[config.mk]
export PLATFORM = sky130hd
export DESIGN_NAME = vga_pattern_gen
export DESIGN_NICKNAME = d
export VERILOG_FILES = /design/src/rtl/vga_pkg.sv /design/src/rtl/vga_box_mover.sv /design/src/rtl/vga_pattern_gen.sv
export SDC_FILE = /design/constraint.sdc
export NUM_CORES = 1
export LEC_CHECK = 0
export ABC_AREA = 1
export CAP_MARGIN = 20
export CORE_ASPECT_RATIO = 1.5
export CORE_MARGIN = 8
export CORE_UTILIZATION = 35
export CTS_BUF_LIST = sky130_fd_sc_hd__clkbuf_4
export DETAILED_ROUTE_END_ITERATION = 10
export GPL_TIMING_DRIVEN = 1
export PLACE_DENSITY_LB_ADDON = 0.08
export SYNTH_ARGS = -nofsm -noshare
export SYNTH_HDL_FRONTEND = slang
export SYNTH_SLANG_ARGS = --single-unit
export TNS_END_PERCENT = 100
[constraint.sdc]
create_clock -name clk -period 1.5 [get_ports clk]
set_input_delay 0.375 -clock clk [delete_from_list [all_inputs] [get_ports clk]]
set_output_delay 0.375 -clock clk [all_outputs]
set_load 0.02 [all_outputs]
[src/rtl/vga_pkg.sv]
// vga_pkg: shared constants, types and helpers for the VGA pattern generator.
// Active area size, pattern state encoding, colour-bar table and box axis type.
package vga_pkg;

    localparam int unsigned H_ACTIVE  = 640;
    localparam int unsigned V_ACTIVE  = 480;
    localparam int unsigned BAR_COUNT = 8;
    localparam int unsigned BAR_W     = H_ACTIVE / BAR_COUNT;

    typedef enum logic [1:0] {
        PAT_BARS     = 2'd0,
        PAT_CHECKER  = 2'd1,
        PAT_GRADIENT = 2'd2,
        PAT_BOX      = 2'd3
    } pattern_e;

    // {r,g,b} full-scale flags, leftmost bar first:
    // white, yellow, cyan, green, magenta, red, blue, black
    localparam logic [2:0] BAR_RGB [0:BAR_COUNT-1] = '{
        3'b111, 3'b110, 3'b011, 3'b010, 3'b101, 3'b100, 3'b001, 3'b000
    };

    // One axis of the bouncing box: position plus direction (neg=1 moves toward 0)
    typedef struct packed {
        logic       neg;
        logic [9:0] pos;
    } box_axis_t;

    // Bar number for a column, found by threshold compares instead of a divider
    function automatic logic [2:0] bar_index(input logic [9:0] x);
        logic [2:0] idx;
        idx = '0;
        for (int unsigned i = 1; i < BAR_COUNT; i++) begin
            if (x >= 10'(i * BAR_W)) idx = 3'(i);
        end
        return idx;
    endfunction

endpackage

[src/rtl/vga_box_mover.sv]
// vga_box_mover: position and direction of the bouncing box, stepped once per
// frame start; each axis clamps to its edge and reverses when it gets there.
import vga_pkg::*;

module vga_box_mover #(
    parameter int unsigned BOX_SIZE = 32,
    parameter int unsigned BOX_STEP = 2
) (
    input  logic       clk_i,
    input  logic       rst_i,
    input  logic       step_i,
    output logic [9:0] box_x_o,
    output logic [9:0] box_y_o
);

    // Far-edge positions are the last column/row where the box still fits
    localparam logic [10:0] X_FAR = 11'(H_ACTIVE - BOX_SIZE);
    localparam logic [10:0] Y_FAR = 11'(V_ACTIVE - BOX_SIZE);
    localparam logic [10:0] STEP  = 11'(BOX_STEP);

    box_axis_t x_q, x_d;
    box_axis_t y_q, y_d;

    // Reaching an edge exactly counts as a bounce, so the box turns on the edge frame
    function automatic box_axis_t move_axis(input box_axis_t a, input logic [10:0] far);
        box_axis_t   n;
        logic [10:0] p;
        p = {1'b0, a.pos};
        n = a;
        if (!a.neg) begin
            if (p + STEP >= far) begin
                n.pos = far[9:0];
                n.neg = 1'b1;
            end else begin
                n.pos = a.pos + STEP[9:0];
            end
        end else begin
            if (p <= STEP) begin
                n.pos = '0;
                n.neg = 1'b0;
            end else begin
                n.pos = a.pos - STEP[9:0];
            end
        end
        return n;
    endfunction

    // Next position: move both axes on a frame start, otherwise hold
    always_comb begin
        x_d = x_q;
        y_d = y_q;
        if (step_i) begin
            x_d = move_axis(x_q, X_FAR);
            y_d = move_axis(y_q, Y_FAR);
        end
    end

    // Position registers; reset to the top-left corner moving +x,+y
    always_ff @(posedge clk_i or posedge rst_i) begin
        if (rst_i) begin
            x_q <= '0;
            y_q <= '0;
        end else begin
            x_q <= x_d;
            y_q <= y_d;
        end
    end

    assign box_x_o = x_q.pos;
    assign box_y_o = y_q.pos;

endmodule

[src/rtl/vga_pattern_gen.sv]
// vga_pattern_gen: re-registers upstream VGA syncs and generates a test pattern
// (bars, checker, gradient) aligned with them; next_pat advances the pattern at
// the following frame start. Define VGA_PATTERN_BOX_EN to add the bouncing-box
// pattern as a fourth state.
import vga_pkg::*;

module vga_pattern_gen #(
    parameter int unsigned COLOR_W         = 4,
    parameter bit          SYNC_ACTIVE_LOW = 1'b1,
    parameter int unsigned BOX_SIZE        = 32,
    parameter int unsigned BOX_STEP        = 2
) (
    input  logic               clk,
    input  logic               rst,
    input  logic               hs_in,
    input  logic               vs_in,
    input  logic               active_in,
    input  logic [9:0]         x_in,
    input  logic [9:0]         y_in,
    input  logic               next_pat,
    output logic               hs,
    output logic               vs,
    output logic [COLOR_W-1:0] r,
    output logic [COLOR_W-1:0] g,
    output logic [COLOR_W-1:0] b,
    output logic [1:0]         pattern_id,
    output logic [7:0]         frame_cnt
);

    if (COLOR_W < 4 || COLOR_W > 8 || BOX_SIZE == 0 || BOX_SIZE > V_ACTIVE || BOX_STEP == 0)
    begin : g_bad_params
        $error("vga_pattern_gen: parameter out of range");
    end

    localparam logic               SYNC_IDLE = SYNC_ACTIVE_LOW;
    localparam logic [COLOR_W-1:0] FULL      = '1;

    logic               hs_q, vs_q;
    logic [COLOR_W-1:0] r_q, g_q, b_q, r_d, g_d, b_d;
    pattern_e           state_q;
    logic               pend_q;
    logic [7:0]         frame_cnt_q;
    logic               frame_start;
    logic               pixel_ok;
    logic [2:0]         bar_rgb;

    // vs_q doubles as the one-cycle vs history used for edge detection
    assign frame_start = (vs_in != SYNC_IDLE) && (vs_q == SYNC_IDLE);
    // Coordinates outside the visible area are blanked as well
    assign pixel_ok    = active_in && (x_in < 10'(H_ACTIVE)) && (y_in < 10'(V_ACTIVE));
    assign bar_rgb     = BAR_RGB[bar_index(x_in)];

`ifdef VGA_PATTERN_BOX_EN
    logic [9:0] box_x, box_y;
    logic       in_box;

    vga_box_mover #(
        .BOX_SIZE (BOX_SIZE),
        .BOX_STEP (BOX_STEP)
    ) u_box (
        .clk_i   (clk),
        .rst_i   (rst),
        .step_i  (frame_start),
        .box_x_o (box_x),
        .box_y_o (box_y)
    );

    // 11-bit compares so box_x + BOX_SIZE cannot wrap
    assign in_box = ({1'b0, x_in} >= {1'b0, box_x}) &&
                    ({1'b0, x_in} <  ({1'b0, box_x} + 11'(BOX_SIZE))) &&
                    ({1'b0, y_in} >= {1'b0, box_y}) &&
                    ({1'b0, y_in} <  ({1'b0, box_y} + 11'(BOX_SIZE)));
`endif

    // Colour of the pixel being presented this cycle under the current pattern
    always_comb begin
        r_d = '0;
        g_d = '0;
        b_d = '0;
        if (pixel_ok) begin
            case (state_q)
                PAT_BARS: begin
                    r_d = {COLOR_W{bar_rgb[2]}};
                    g_d = {COLOR_W{bar_rgb[1]}};
                    b_d = {COLOR_W{bar_rgb[0]}};
                end
                PAT_CHECKER: begin
                    if (x_in[5] ^ y_in[5]) begin
                        r_d = FULL;
                        g_d = FULL;
                        b_d = FULL;
                    end
                end
                PAT_GRADIENT: begin
                    r_d = x_in[9 -: COLOR_W];
                    g_d = y_in[8 -: COLOR_W];
                end
`ifdef VGA_PATTERN_BOX_EN
                PAT_BOX: begin
                    if (in_box) r_d = FULL;
                    else        b_d = FULL;
                end
`endif
                default: ;
            endcase
        end
    end

    // Output pipeline: syncs and colour share one register stage
    always_ff @(posedge clk or posedge rst) begin
        if (rst) begin
            hs_q <= SYNC_IDLE;
            vs_q <= SYNC_IDLE;
            r_q  <= '0;
            g_q  <= '0;
            b_q  <= '0;
        end else begin
            hs_q <= hs_in;
            vs_q <= vs_in;
            r_q  <= r_d;
            g_q  <= g_d;
            b_q  <= b_d;
        end
    end

    // Pattern FSM, pending request and frame counter, all updated on frame start
    always_ff @(posedge clk or posedge rst) begin
        if (rst) begin
            state_q     <= PAT_BARS;
            pend_q      <= 1'b0;
            frame_cnt_q <= '0;
        end else if (frame_start) begin
            frame_cnt_q <= frame_cnt_q + 8'd1;
            pend_q      <= 1'b0;
            if (pend_q || next_pat) begin
                case (state_q)
                    PAT_BARS:     state_q <= PAT_CHECKER;
                    PAT_CHECKER:  state_q <= PAT_GRADIENT;
`ifdef VGA_PATTERN_BOX_EN
                    PAT_GRADIENT: state_q <= PAT_BOX;
`endif
                    default:      state_q <= PAT_BARS;
                endcase
            end
        end else if (next_pat) begin
            pend_q <= 1'b1;
        end
    end

    assign hs         = hs_q;
    assign vs         = vs_q;
    assign r          = r_q;
    assign g          = g_q;
    assign b          = b_q;
    assign pattern_id = state_q;
    assign frame_cnt  = frame_cnt_q;

endmodule

==> results of run 1 <==
[power by group through the flow]
stage / Combinational (µW) / Clock, µW / Sequential [µW]
2_1_floorplan: 344 / 0 / 986
3_3_place_gp: 924 / 0 / 838
3_5_place_dp: 943 / 0 / 844
4_1_cts: 855 / 455 / 829
5_1_grt: 973 / 476 / 846
6_report: 888 / 441 / 822
[timing repair]
item,in CTS,in global routing
setup buffers,0,3
pin swaps,0,3
endpoints found under the hold margin,0,0
gates resized for setup,30,22
setup endpoints to repair,28,14
[cells by family after synthesis]
| logic type | synth area share |
|---|---|
| AOI/OAI and AO/OA | 0.111 |
| xor gates and xnor gates | 0.0492 |
| adders and majority gates | 0.0117 |
| buffers and inverters | 0.0774 |
| DFF | 0.518 |
| and+or+nand+nor | 0.232 |
[final cells by class]
cell class                 count  area [µm²]
timing repair buffer          56         505
clock buffer                   3        22.5
sequential                    22         553
fill                         297        1220
inverter                      16        60.1
clock inverter                 1        30.0
multi-input combinational     85         472
tap                           39        48.8
[routing by layer]
layer | global-route usage | wire length, µm
met4 | 0.0448 | 67
met1 | 0.131 | 1090
met3 | 0.0309 | 192
met2 | 0.187 | 1460
met5 | 0 | 0
[stage by stage]
| stage | cell area [µm²] | hold slack (ns) | setup TNS, ns |
|---|---|---|---|
| after floorplan | 1070 | 0.363 | 0 |
| after global placement | 1600 | 0.464 | -3.12 |
| after detailed placement | 1600 | 0.465 | -3.82 |
| after CTS | 1630 | 0.317 | 0 |
| after global routing | 1690 | 0.324 | -0.000546 |
| final | 1690 | 0.317 | 0 |
[registers in the layout, indices dropped and copies added (netlist names)]
register,count
b,1
frame_cnt,8
g,4
hs,1
pattern_id,2
pend_q,1
r,4
vs,1
[cell usage in the layout (no fill, tap or decap), drive strengths merged]
master,synthesis,routed
ha,1,1
a31oi,5,5
clkdlybuf4s15,0,1
xnor2,3,3
nand3,1,1
nor3,2,2
inv,16,16
xor2,3,3
clkbuf,0,4
a211oi,4,4
dlygate4sd2,0,20
dfrtp,20,20
dfstp,2,2
a21oi,3,3
or2,1,1
buf,3,18
nand4,3,3
nor2,19,19
o211ai,1,1
nand2,31,31
o21ai,7,7
nor4,1,1
dlymetal6s2s,0,5
clkdlybuf4s50,0,11
bufinv,0,1
[worst min path at each step]
| stage | slack, ns | endpoint | startpoint |
|---|---|---|---|
| global placement | 0.46 | frame_cnt[7] | frame_cnt[7] |
| finish | 0.32 | pend_q | rst |
| floorplan | 0.36 | b[2] | rst |
| global route | 0.32 | pend_q | rst |
| detailed placement | 0.47 | frame_cnt[7] | frame_cnt[7] |
| CTS | 0.32 | pend_q | rst |
[worst register-to-register path, cell delays in order (launching register included)]
cell	delay, ns
dfstp_2	0.55
inv_1	0.06
nor2_4	0.10
inv_1	0.08
nor4_2	0.14
buf_4	0.16
nand3_1	0.08
xnor2_1	0.13
==> flow_metrics.env, run 1 <==
export IMPL_status="finished clean"
export IMPL_ff2ff_path_depth=7
export IMPL_r2r_end="frame_cnt[7]"
export IMPL_antenna_found_initial=0
export IMPL_switching_share=0.368
export IMPL_min_period_ns=1.45
export IMPL_max_slew_margin_rel=0.682
export IMPL_postLayoutSetupSlackWorst_ns=0.0540
export IMPL_power_frac_comb=0.413
export IMPL_cts_tree="built"
export IMPL_cp_max_fo=4
export IMPL_synth_area_um2=1070
export IMPL_grt_max_degree=16
export IMPL_p_per_area_nw_per_um2=1270
export IMPL_synth_fp_nets=153
export IMPL_rrSetupSlack_ns=0.08
export IMPL_place_inst=215
export IMPL_cts_root_buf="clkbuf_4"
export IMPL_layout_cells_non_filler=222
export IMPL_end_kind="output pin"
export IMPL_peakVddDrop_mv=0.892
export IMPL_syn2layout_area_growth_pct=58.5
export IMPL_hpwl_um=2210
export IMPL_yosysMostFrequentCell="nand2_1"
export IMPL_worst_setup_path_type="reg2out"
export IMPL_grt_first_pass_wirelength_um=4630
export IMPL_finalMaxSlewViolations=0
export IMPL_postSynthAreaPerCell_um2=8.47
export IMPL_synth_cells=126
export IMPL_drt_iter0_markers=18
export IMPL_r2r_start="vs"
export IMPL_path_buf_inv=1
export IMPL_synthFlopType="dfrtp_1"
export IMPL_cp_required_ns=1.12
export IMPL_yosys_cell_types_count=20
export IMPL_core_area_um2=2910
export IMPL_std_cell_rows=24
export IMPL_p_seq_frac=0.382
export IMPL_insertion_delay_ns=0.31
export IMPL_cap_violations=0
export IMPL_cts_made_buffers=3
export IMPL_synthArstFlopShare=1.00
export IMPL_synth_area_leaders="dfrtp_1 (47%), nand2_1 (11%), nor2_1 (6.3%)"
export IMPL_start_kind="flip-flop"
export IMPL_final_antenna_net_count=0
export IMPL_synth_commonest_cells="nand2_1 (31), dfrtp_1 (20), nor2_1 (18)"
export IMPL_track_usage=0.114
export IMPL_critPathCapture="frame_cnt[1]"
export IMPL_worstSetupStartpoint="frame_cnt[1]"
export IMPL_critPathSlowestCell="dfrtp_1"
export IMPL_clock_skew_ns=0.0206
export IMPL_drtPass1Iterations=4
export IMPL_cts_sinks=22
export IMPL_final_layout_size_suffix_gt1_frac=0.208
export IMPL_cts_max_path_buffers=2
export IMPL_ys_warn_count=0
export IMPL_ys_ff_latch=22
export IMPL_post_place_ws_ns=-0.380
export IMPL_synth_edf_count=0
export IMPL_cp_data_arrival_time_ns=1.07
export IMPL_wire_per_inst_um=12.7
export IMPL_power_net_switching_uw=791
export IMPL_diodes=0
export IMPL_grt_ovfl_total=0
export IMPL_worst_slew_pin_slew_ns=0.476
export IMPL_synth_top_area_share=0.469
export IMPL_dieArea_um2=5110
export IMPL_synth_seq_area_share=0.518
export IMPL_io_pins=50
export IMPL_finalPower_uw=2150
export IMPL_nNetsFinal=211
export IMPL_fin_crit_sh=0.964
export IMPL_p_clk_frac=0.205
export IMPL_power_report_internal_total_uw=1360
export IMPL_leakage_uw=0.000914
export IMPL_yosysTopAreaCell="dfrtp_1"
export IMPL_hp_class="in2async"
export IMPL_max_freq_mhz=692
export IMPL_worstPathCellList="dlygate4sd2_1"
export IMPL_cts_clk_slew_worst_paths_ns=0.13
export IMPL_detail_route_vias_per_cell=4.59
export IMPL_cp_top_family="flip-flops"
export IMPL_grt_pass1_vias=1032
export IMPL_num_vias=1020
export IMPL_die_h_um=83.6
export IMPL_finalSetupViolations=0
export IMPL_cts_hold_buffers=0
export IMPL_cp_slowest_stage_delay_ns=0.43
export IMPL_initial_core_util=0.366
export IMPL_rsz0062_at_grt="yes"
export IMPL_path_depth=1
export IMPL_timing_final_hold_violations=0
export IMPL_drc=0
export IMPL_utilization=0.581
export IMPL_die_w_um=61.1
export IMPL_cts_htree_levels=1
export IMPL_port_buffers=40
export IMPL_drt_wl_total_um=2810
export IMPL_globalplace_congestion=0.784
No activity file was read; power rests on OpenSTA's default activity.
==> run 2, diff against run 1 <==
Settings changed: SLEW_MARGIN set to 20.
==> results of run 2 <==
Final layout, timing and power as in run 1 (identical DEF).
==> run 3, diff against run 2 <==
Settings changed: CTS_CLUSTER_DIAMETER set to 150, SKIP_CTS_REPAIR_TIMING set to 1.
==> flow_metrics.env, run 3 (synthesis results as in run 1) <==
export IMPL_status="finished clean"
export IMPL_path_buf_inv=1
export IMPL_antenna_found_initial=0
export IMPL_nNetsFinal=210
export IMPL_port_buffers=40
export IMPL_cts_sinks=22
export IMPL_drt_wl_total_um=2860
export IMPL_dieArea_um2=5110
export IMPL_cts_tree="built"
export IMPL_core_area_um2=2910
export IMPL_min_period_ns=1.44
export IMPL_cts_max_path_buffers=2
export IMPL_worst_slew_pin_slew_ns=0.477
export IMPL_largest_reg_flops=8
export IMPL_drt_iter0_markers=27
export IMPL_start_kind="flip-flop"
export IMPL_cp_slowest_stage_delay_ns=0.54
export IMPL_layout_common_cells="nand2_1 (29), dlymetal6s2s_1 (28), dfrtp_1 (20)"
export IMPL_cap_violations=0
export IMPL_worstPathCellList="dlymetal6s2s_1"
export IMPL_ff2ff_path_depth=7
export IMPL_p_clk_frac=0.198
export IMPL_switching_share=0.356
export IMPL_cts_made_buffers=3
export IMPL_die_h_um=83.6
export IMPL_power_net_switching_uw=789
export IMPL_max_freq_mhz=694
export IMPL_power_frac_comb=0.431
export IMPL_layout_cells_non_filler=221
export IMPL_end_kind="output pin"
export IMPL_grt_max_degree=16
export IMPL_initial_core_util=0.366
export IMPL_critPathSlowestCell="dfstp_2"
export IMPL_cp_top_family="flip-flops"
export IMPL_finalMaxSlewViolations=0
export IMPL_diodes=0
export IMPL_p_seq_frac=0.371
export IMPL_worst_setup_path_type="reg2out"
export IMPL_grt_first_pass_wirelength_um=4580
export IMPL_drtPass1Iterations=4
export IMPL_grt_pass1_vias=1046
export IMPL_std_cell_rows=24
export IMPL_insertion_delay_ns=0.30
export IMPL_place_inst=215
export IMPL_grt_ovfl_total=0
export IMPL_fin_crit_sh=0.961
export IMPL_final_common_cell="nand2_1"
export IMPL_path_depth=1
export IMPL_timing_final_hold_violations=0
export IMPL_cts_clk_slew_worst_paths_ns=0.13
export IMPL_final_antenna_net_count=0
export IMPL_cp_data_arrival_time_ns=1.07
export IMPL_p_per_area_nw_per_um2=1250
export IMPL_detail_route_vias_per_cell=4.65
export IMPL_final_layout_size_suffix_gt1_frac=0.187
export IMPL_clock_skew_ns=0.0158
export IMPL_wire_per_inst_um=12.9
export IMPL_utilization=0.610
export IMPL_max_slew_margin_rel=0.681
export IMPL_finalSetupViolations=0
export IMPL_io_pins=50
export IMPL_drc=0
export IMPL_cp_max_fo=1
export IMPL_rsz0062_at_grt="yes"
export IMPL_setup_tns_ns=0
export IMPL_hp_class="in2async"
export IMPL_cts_htree_levels=1
export IMPL_syn2layout_area_growth_pct=66.5
export IMPL_globalplace_congestion=0.784
export IMPL_track_usage=0.112
export IMPL_peakVddDrop_mv=0.917
export IMPL_cp_required_ns=1.12
export IMPL_power_report_internal_total_uw=1430
export IMPL_leakage_uw=0.00118
export IMPL_cts_root_buf="clkbuf_4"
export IMPL_num_vias=1028
export IMPL_hpwl_um=2210
export IMPL_die_w_um=61.1
run 3: path summary, 6_finish.rpt:
kind | start | to | slack (ns)
min in group clk | hs_in | hs | 0.46
setup / recovery | hs | hs | 0.06
max in group asynchronous | rst | r[0] | 0.76
hold / removal | rst | pend_q | 0.32
hold reg to reg | frame_cnt[7] | frame_cnt[7] | 0.48
setup reg to reg | vs | frame_cnt[7] | 0.08
run 3: area by class of cell:
class	count	area (µm²)
fillers	272	1140
repair buffers	55	591
flip-flops and latches	22	553
multi-input cells	85	472
inverters	16	60.1
well taps	39	48.8
clock inverters	1	30.0
clock buffers	3	22.5
run 3: stage by stage:
step / hold slack (ns) / area, µm² / power [µW] / worst slack (ns)
CTS: 0.317 / 1660 / 2240 / -0.357
global placement: 0.464 / 1600 / 1760 / -0.284
global route: 0.324 / 1780 / 2360 / -0.00543
floorplan: 0.363 / 1070 / 1330 / 0.0596
finish: 0.322 / 1780 / 2210 / 0.0588
detailed placement: 0.465 / 1600 / 1790 / -0.380
run 3: layer usage:
metal / routed length, µm / up-vias / GRT usage
li1: - / 518 / -
met4: 48 / 0 / 0.0448
met1: 1150 / 474 / 0.124
met3: 134 / 4 / 0.0309
met2: 1530 / 32 / 0.189
met5: 0 / - / 0
run 3: power by group through the flow:
stage               logic [µW]  clock network, µW  registers, µW
CTS                        947                455            834
detailed placement         943                  0            844
global route              1040                475            845
global placement           924                  0            838
finish                     954                439            822
floorplan                  344                  0            986
